**src/rtl/mem_arbiter.sv**
```systemverilog
// Two-master (instruction fetch / data) arbiter onto one registered single-port memory,
// with a wait-cycle watchdog. Define ARB_RR_EN for round-robin instead of fixed data priority.
module mem_arbiter #(
   parameter int unsigned TIMEOUT = 255
) (
   input  logic        clk,
   input  logic        rst,
   input  logic        i_req,
   input  logic [31:0] i_addr,
   output logic [31:0] i_rdata,
   output logic        i_ack,
   input  logic        d_req,
   input  logic [3:0]  d_we,
   input  logic [31:0] d_addr,
   input  logic [31:0] d_wdata,
   output logic [31:0] d_rdata,
   output logic        d_ack,
   output logic        m_req,
   output logic [3:0]  m_we,
   output logic [31:0] m_addr,
   output logic [31:0] m_wdata,
   input  logic [31:0] m_rdata,
   input  logic        m_ack,
   output logic        err
);

   typedef enum logic [2:0] {StIdle, StBusyI, StBusyD, StAckI, StAckD} state_e;

   localparam logic [7:0] TimeoutCnt = 8'(TIMEOUT);
   localparam logic       WdogEn     = (TIMEOUT != 0);

   state_e      state_q, state_d;
   logic        m_req_q, m_req_d;
   logic [3:0]  m_we_q, m_we_d;
   logic [31:0] m_addr_q, m_addr_d;
   logic [31:0] m_wdata_q, m_wdata_d;
   logic [31:0] i_rdata_q, i_rdata_d;
   logic [31:0] d_rdata_q, d_rdata_d;
   logic        i_ack_q, i_ack_d;
   logic        d_ack_q, d_ack_d;
   logic        err_q, err_d;
   logic [7:0]  cnt_q, cnt_d;
   logic        pick_d;

`ifdef ARB_RR_EN
   // Pointer holds the last-granted port; reset value makes data win the first tie.
   logic last_d_q, last_d_d;

   assign pick_d = d_req & (~i_req | ~last_d_q);

   always_comb begin
      last_d_d = last_d_q;
      if (state_q == StIdle && (i_req || d_req)) last_d_d = pick_d;
   end

   always_ff @(posedge clk or posedge rst) begin
      if (rst) last_d_q <= 1'b0;
      else     last_d_q <= last_d_d;
   end
`else
   assign pick_d = d_req;
`endif

   always_comb begin
      state_d   = state_q;
      m_req_d   = m_req_q;
      m_we_d    = m_we_q;
      m_addr_d  = m_addr_q;
      m_wdata_d = m_wdata_q;
      i_rdata_d = i_rdata_q;
      d_rdata_d = d_rdata_q;
      i_ack_d   = 1'b0;
      d_ack_d   = 1'b0;
      err_d     = err_q;
      cnt_d     = cnt_q;
      unique case (state_q)
         StIdle: begin
            if (pick_d) begin
               m_req_d   = 1'b1;
               m_we_d    = d_we;
               m_addr_d  = d_addr;
               m_wdata_d = d_wdata;
               cnt_d     = 8'd0;
               state_d   = StBusyD;
            end else if (i_req) begin
               m_req_d  = 1'b1;
               m_we_d   = 4'b0000;
               m_addr_d = i_addr;
               cnt_d    = 8'd0;
               state_d  = StBusyI;
            end
         end
         StBusyI, StBusyD: begin
            if (m_ack) begin
               m_req_d = 1'b0;
               m_we_d  = 4'b0000;
               if (state_q == StBusyI) begin
                  i_rdata_d = m_rdata;
                  i_ack_d   = 1'b1;
                  state_d   = StAckI;
               end else begin
                  // Stores leave the previous load data in place.
                  if (m_we_q == 4'b0000) d_rdata_d = m_rdata;
                  d_ack_d = 1'b1;
                  state_d = StAckD;
               end
            end else if (WdogEn && cnt_q == TimeoutCnt) begin
               m_req_d = 1'b0;
               err_d   = 1'b1;
               if (state_q == StBusyI) begin
                  i_rdata_d = 32'h0;
                  i_ack_d   = 1'b1;
                  state_d   = StAckI;
               end else begin
                  d_rdata_d = 32'h0;
                  d_ack_d   = 1'b1;
                  state_d   = StAckD;
               end
            end else begin
               cnt_d = cnt_q + 8'd1;
            end
         end
         StAckI, StAckD: state_d = StIdle;
         default:        state_d = StIdle;
      endcase
   end

   always_ff @(posedge clk or posedge rst) begin
      if (rst) begin
         state_q   <= StIdle;
         m_req_q   <= 1'b0;
         m_we_q    <= 4'b0000;
         m_addr_q  <= 32'h0;
         m_wdata_q <= 32'h0;
         i_rdata_q <= 32'h0;
         d_rdata_q <= 32'h0;
         i_ack_q   <= 1'b0;
         d_ack_q   <= 1'b0;
         err_q     <= 1'b0;
         cnt_q     <= 8'd0;
      end else begin
         state_q   <= state_d;
         m_req_q   <= m_req_d;
         m_we_q    <= m_we_d;
         m_addr_q  <= m_addr_d;
         m_wdata_q <= m_wdata_d;
         i_rdata_q <= i_rdata_d;
         d_rdata_q <= d_rdata_d;
         i_ack_q   <= i_ack_d;
         d_ack_q   <= d_ack_d;
         err_q     <= err_d;
         cnt_q     <= cnt_d;
      end
   end

   assign m_req   = m_req_q;
   assign m_we    = m_we_q;
   assign m_addr  = m_addr_q;
   assign m_wdata = m_wdata_q;
   assign i_rdata = i_rdata_q;
   assign d_rdata = d_rdata_q;
   assign i_ack   = i_ack_q;
   assign d_ack   = d_ack_q;
   assign err     = err_q;

endmodule

```
**config.mk**
```make
export PLATFORM = sky130hd
export DESIGN_NAME = mem_arbiter
export DESIGN_NICKNAME = d
export VERILOG_FILES = /design/src/rtl/mem_arbiter.sv
export SDC_FILE = /design/constraint.sdc
export NUM_CORES = 1
export LEC_CHECK = 0
export ABC_AREA = 0
export CORE_ASPECT_RATIO = 1.2
export CORE_MARGIN = 10
export CORE_UTILIZATION = 35
export CTS_CLUSTER_DIAMETER = 120
export DETAILED_ROUTE_END_ITERATION = 12
export HOLD_SLACK_MARGIN = 0.03
export PLACE_DENSITY = 0.68
export SETUP_SLACK_MARGIN = 0.5
export SLEW_MARGIN = 40
export SYNTH_ARGS = -nofsm -noshare
export SYNTH_HDL_FRONTEND = slang
export SYNTH_SLANG_ARGS = --single-unit
```
**constraint.sdc**
```tcl
create_clock -name clk -period 5.8 [get_ports clk]
set_clock_uncertainty 0.05 [all_clocks]
set_input_delay 1.16 -clock clk [delete_from_list [all_inputs] [get_ports clk]]
set_output_delay 1.16 -clock clk [all_outputs]
set_load 0.02 [all_outputs]
```
==> results of run 1 <==
[layout make-up]
cell class / instances / area (um^2) / share of cell area, %
diodes: 2 / 5.00 / 0.0527
flip-flops and latches: 147 / 3680 / 38.7
inverters: 4 / 22.5 / 0.237
clock buffers: 17 / 425 / 4.48
repair buffers: 279 / 2790 / 29.3
well taps: 216 / 270 / 2.85
multi-input cells: 268 / 2160 / 22.8
clock inverters: 15 / 144 / 1.52
[report_power, final]
part / switching [mW] / internal, mW / leakage (nW) / total [mW]
registers: 0.290 / 1.49 / 1.83 / 1.78
clock network: 0.457 / 0.601 / 0.274 / 1.06
logic: 1.30 / 1.29 / 1.90 / 2.59
[flip-flops by register name, summed over array words and instances (netlist names)]
| register | count |
|---|---|
| cnt_q | 8 |
| d_ack | 1 |
| d_rdata | 32 |
| err | 1 |
| i_ack | 1 |
| i_rdata | 32 |
| m_addr | 32 |
| m_req | 1 |
| m_wdata | 32 |
| m_we | 4 |
| state_q | 3 |
[cells in the mapped netlist (2+ instances only)]
cell type,instances,area share [%]
nor3_1,5,0.41
nor4_1,2,0.21
a32o_1,64,11
clkbuf_1,14,0.87
nand2b_1,5,0.52
o21ai_0,34,2.8
a22o_1,4,0.58
inv_1,4,0.25
buf_4,2,0.25
nor2_1,3,0.19
a21o_1,7,0.87
mux2i_1,32,5.3
nand4_1,3,0.31
buf_6,4,0.74
nand2_1,37,2.3
a211oi_1,2,0.25
o21ai_1,2,0.17
dfrtp_1,147,61
mux2_2,32,6.0
a2111oi_0,5,0.72
and3_1,2,0.21
and4_1,2,0.29
a21oi_1,2,0.17
buf_2,18,1.5
nor2_2,2,0.21
[kinds of logic after synthesis]
| logic type | count (synthesis) | synth area share, % |
|---|---|---|
| flops | 147 | 60.8 |
| compound gates | 128 | 17.4 |
| buf+inv | 43 | 3.68 |
| xor+xnor | 1 | 0.145 |
| fa+ha+maj | 1 | 0.207 |
| simple gates | 74 | 6.46 |
| mux | 64 | 11.3 |
[through the flow]
stage / hold slack (ns) / utilization (%)
floorplan: 0.415 / -
global placement: 0.413 / 52.6
detailed placement: 0.420 / 52.6
CTS: 0.435 / 55.9
global route: 0.444 / 56.1
finish: 0.428 / 56.1
[routing by layer]
layer | part of all wire [%] | track usage, %
met1 | 39 | 19.0
met2 | 49 | 26.9
met5 | 0 | 0
met3 | 9.8 | 7.13
met4 | 1.9 | 6.30
[worst paths after layout]
kind                               end  depth (start not counted)
setup / recovery           d_rdata[22]                          5
hold / removal               m_addr[2]                          2
setup reg to reg           m_wdata[31]                          3
hold reg to reg              m_addr[2]                          2
max in group asynchronous   m_wdata[1]                          3
min in group asynchronous  m_wdata[11]                          2
[worst min-delay path, cell delays in order, from the launching register on]
cell     delay, ns
dfrtp_1       0.34
nand2_1       0.04
o21ai_0       0.06
==> run summary, run 1 <==
After detailed routing, the number of remaining DRC violations is 0. After detailed placement, the total cell area comes to 8890 um^2. The critical register-to-register path startpoint is state_q[1].

The final hold violation count came to 0. Once placement completed, the tool counted placed cells totaling roughly 910. The sum of negative setup slack came out at 0 ns. Setup slack on the critical path of the routed design comes to 3.10 ns. The hold path startpoint is m_addr[2]. The area growth from synthesis to layout is 57.1%. The capturing element type of the critical path is a register.

After synthesis the netlist holds a flip-flop and latch count of 147. The largest individual stage delay along the critical path comes from the cell o21bai_4. In the synthesized netlist, the number of instances is 458. The number of nets still failing antenna checks after routing came out at 0. The clock reaches the later pin of the worst-skew pair after between 0.4 and 0.5 ns. Synthesis instantiated 49 different standard cells from the library.

The actual transition at the worst max-transition pin is 0.846 ns. With fillers left out, the area of the finished cells amounts to 9500 um^2. TritonCTS created 17 clock buffers.

The library cells used most frequently in the layout, excluding fill and tap cells, are clkdlybuf4s50_1, dfrtp_1, a32o_1. The share of flip-flops with an asynchronous set or reset came out at 100%. The count of standard-cell rows came out at 52.

Once the clock tree was built, the resizer swapped 0 gates to a different size. The maximum fanout count along the critical path came out at 74. The worst path needs between 2 and 3 ns of the cycle, external delays included. The wire length of the first global-routing pass is 30500 um.

The initial antenna violation count came to 1. The kind of start point of the critical path is an input port. For this run, the leading register cell type out of synthesis is dfrtp_1. The sequential area share after synthesis is 60.8%. The per-instance average area after synthesis came out at 13.2 um^2. In this run the worst setup path begins at m_ack. The placer's final routability congestion estimate is between 0.8 and 0.9. The arrival time reported for the critical path endpoint is 3.00 ns. The synthesized netlist occupies a cell area of slightly above 6000 um^2. Across the run, the number of max-cap violations was 0. Dividing the final minimum period by the clock period gives 46.6%. The cell at the root of the clock tree is clkbuf_16. For this run, the number of Yosys warnings is 0. The pin count of the biggest net entering global routing came out at 102. The routed wire length per instance came out at 20.4 um. Summed over all nets, the half-perimeter wirelength after detailed placement is 14400 um. The maximum operating frequency came out at 370 MHz. The number of vias in the routed layout is 4928. The final wirelength came out at between 15000 and 20000 um.

TritonCTS built the clock tree. The share of layout cells above drive strength 1 is 11.9%. Setup repair after global routing left no endpoint under its margin.

In this run the count of I/O pins placed on the die edge is between 200 and 300. The total count of max-transition violations in the final report came out at 0. On the critical path the largest part of the delay comes from compound AO/OA/AOI/OAI gates.

The die covers 23000 um^2. The path type of the worst setup path is input port to register. The total grt overflow came out at 0.

The average via count per standard cell came out at 5.20. The quantity of I/O buffers inserted on ports is between 200 and 300. The standby leakage power is around 4.0 nW. The number of nets in the final layout came out at 855. Data on the critical path is required at its endpoint by 6.10 ns. The all-layer global routing usage is 16.6%.

The maximum cell stage delay along the critical path came out at 0.73 ns. The internal reg-to-reg setup slack is 3.69 ns. The area of the core region came out at roughly 17000 um^2. The path class of the tightest hold or removal check is register to register. Setup violations remaining at the end of the flow were counted as 0. The number of nets handed over by synthesis was 596. The design draws 5.43 mW. The count of buffer and inverter cells on the critical path is 2.

The non-filler instance count after layout is ~950. The floorplan step set the die height to 164 um. The number of inserted filler cells in the final layout came out at 1438. The worst setup timing slack at the placement stage is about 2.6 ns. Power spread over the standard cell area amounts to 572 nW/um^2.

The number of buffers added for setup after CTS is 0. The clock drives 147 sinks. The peak supply drop is 0.000231 V. The starting DRC count in detailed routing came out at roughly 250. Leaving out fill and tap cells, the most frequent cell in the layout is clkdlybuf4s50_1.

The clock slew seen by the registers of the worst setup and hold paths came out at 0.06 ns. The number of iterations in the first detailed-routing pass came out at 5. The signal on the critical path passes through buf_2 > buf_4 > nor3_1 > o21bai_4 > a32o_1. The normalized max-slew margin came out at a little over two fifths. The run finished with clean final reports. The via count of the first global-routing pass came out at ~5300. The H-tree depth reported by CTS is 4. The count of hold buffers inserted by post-cts repair is 0. The die is 140 um wide. The initial core utilization came out at 35.7%. The count of flip-flops with a built-in enable after synthesis is 0.

The maximum clock insertion buffer count came out at 2.
(Power assumes the default switching activity.)
==> run 2: changes to the inputs <==
==> constraint.sdc (replaced) <==
create_clock -name clk -period 2.72 [get_ports clk]
set_clock_uncertainty 0.05 [all_clocks]
set_input_delay 0.544 -clock clk [delete_from_list [all_inputs] [get_ports clk]]
set_output_delay 0.544 -clock clk [all_outputs]
set_load 0.02 [all_outputs]
==> run summary, run 2 (same netlist as run 1, synthesis figures left out) <==
The tightest min-delay check is of the register to register type. The cell area after layout is 9620 um^2 (+1.3%). The area taken by flip-flops and latches was 3680 um^2 (unchanged). The count of hold buffers inserted by post-cts repair came out at 0 (unchanged). The initial antenna violation count came out at 1 (unchanged).

The post-cts resize count is 0 (unchanged). The half-perimeter wire length of the detailed placement result came out at 14500 um (+0.83%). The area taken by multi-input logic gates was 2160 um^2 (-0.12%). The total number of cells along the worst setup path is 1 (-4). The H-tree depth reported by CTS came out at 4 (unchanged). The number of buffers added for setup after CTS came out at 0 (unchanged). The actual transition at the worst max-transition pin came out at 0.633 ns (-0.213 ns).

The arrival time reported for the critical path endpoint is 1.48 ns (-1.52 ns). The all-layer global routing usage came out at 16.2% (-0.36 points). The average via count per standard cell is 5.15 (-0.97%). STA classifies the critical path startpoint as a register. The worst setup timing slack at the placement stage is 0.526 ns (-2.08 ns).

The routed wire length per instance is 20.0 um (-2.2%). The number of iterations in the first detailed-routing pass was 4 (-1). The standby leakage power is 4.06 nW (+1.6%). The final critical path time including I/O delays and setup came out at 2.07 ns. In the layout the commonest cells are clkdlybuf4s50_1, dfrtp_1, a32o_1. The utilization after layout came out at 56.9% (+0.73 points). Traced cell by cell, the critical path runs through clkdlybuf4s50_1. The width of the die came out at 140 um (unchanged).

In this run the critical register-to-register path is captured at m_wdata[0]. The top-level port count is 273 (unchanged). The required time of the worst setup path was 2.13 ns (-3.97 ns).

The final worst slack came out at 0.649 ns (-2.45 ns). The area of the core region came out at 16900 um^2 (unchanged). The portion of the clock cycle consumed by the worst path in the final layout is 76.1%. The sum of negative setup slack came out at 0 ns (unchanged). The cell family contributing the most delay on the critical path is buffers and inverters. The normalized max-slew margin came out at 57.8% (+14 points). The worst register-to-register path begins at state_q[1].

The capturing element type of the critical path is an output pin. The number of buffers inserted during clock tree synthesis came to 17 (unchanged). The standard cell area after detailed placement came out at 8950 um^2 (+0.70%).

The quantity of I/O buffers inserted on ports was 272 (unchanged). The number of nets in the final layout is 859 (+0.47%). The internal reg-to-reg setup slack is 0.68 ns (-3.01 ns).

The leading cell type in the layout, fill and taps excluded is clkdlybuf4s50_1. The minimum hold slack is 0.418 ns (-0.00930 ns). The peak supply drop was 0.000478 V (+110%). The count of standard-cell rows is 52 (unchanged). The clock tree from TritonCTS is yes.

The vertical extent of the die is 164 um (unchanged). The non-filler instance count after layout came out at 952 (+0.42%). The via count of the first global-routing pass came out at 5343 (+0.36%).

The final hold violation count is 0 (unchanged). The total power consumption of the routed design is 11.8 mW (+120%). The maximum cell stage delay along the critical path is 0.65 ns (-0.08 ns). The TritonCTS sink count came out at 147 (unchanged). The final wirelength came out at 19000 um (-1.8%). The worst reg-to-reg path cell count came to 4 (+1). The placed instance count came to 917 (+0.44%). The starting DRC count in detailed routing came out at 245 (-3.2%). The flow ran to the end, and the final reports show no timing, DRC or antenna violations.

The share of layout cells above drive strength 1 is 12.3% (+0.34 points). The power density normalized to cell area came out at 1230 nW/um^2 (+120%). Setup repair after global routing left no endpoint under its margin. The maximum operating frequency is 483 MHz. The number of cells traversed by the worst hold path is 1 (-1).

The total grt overflow came to 0 (unchanged). The largest individual stage delay along the critical path comes from the cell clkdlybuf4s50_1. The hold path startpoint is err. The count of buffer and inverter cells on the critical path came out at 1 (-1).

The clock slew seen by the registers of the worst setup and hold paths is 0.06 ns (about the same). The number of inserted filler cells in the final layout came out at 1417 (-1.5%). The pin count of the biggest net entering global routing came out at 66 (-35%). The critical path is of the register to output pin type.

The number of nets still failing antenna checks after routing is 0 (unchanged). The final routed DRC violation total is 0 (unchanged). The number of vias in the routed layout is 4901 (-0.55%). The placer's final routability congestion estimate is 0.815 (+1.3%).

The maximum fanout count along the critical path is 3 (-96%). The clock insertion delay at the later pin of the skew report came out at 0.42 ns (about the same). The wire length of the first global-routing pass came out at 29900 um (-2.0%). The total count of max-transition violations in the final report is 0 (unchanged). The total setup violations reported at the end of the flow is 0 (unchanged). The worst min-delay path endpoint is err. The cell sitting at the root of the clock tree is a clkbuf_16. The initial core utilization is 35.7% (unchanged). The overall die area came to 23000 um^2 (unchanged). The maximum clock insertion buffer count was 2 (unchanged). The number of violations of the max-capacitance limit came out at 0 (unchanged). The area growth from synthesis to layout is 59.1%.
run 2: changes by cell type in the layout (fill, tap and decap cells not counted), moves of 2 or more:
cell,change
buf_12,+3
bufinv_16,+3
buf_6,+2
inv_6,-2
run 2: routing by layer:
layer	GRT usage, %	routed length (um)
met5	0	0
met2	27.0	9630
met3	7.57	1870
met1	17.7	7180
met4	5.97	329
run 2: how the worst max path moves through the flow:
stage                     from  slack, ns    endpoint
global placement         i_req       0.57    cnt_q[1]
global route          cnt_q[0]       0.57  state_q[1]
detailed placement       i_req       0.53    cnt_q[0]
finish                 m_we[1]       0.65     m_we[1]
floorplan                  rst       0.28    cnt_q[0]
CTS                 state_q[1]       0.58  m_wdata[5]
run 2: final cells by class:
cell class | instances | share of cell area [%]
Antenna cell | 2 | 0.0520
Clock buffer | 17 | 4.42
Clock inverter | 15 | 2.28
Inverter | 4 | 0.195
Multi-Input combinational cell | 268 | 22.5
Sequential cell | 147 | 38.2
Tap cell | 216 | 2.81
Timing Repair Buffer | 283 | 29.5
run 2: power by group:
part | switching, mW | internal (mW)
sequential | 0.609 | 3.18
clock | 0.982 | 1.57
combinational | 2.76 | 2.73
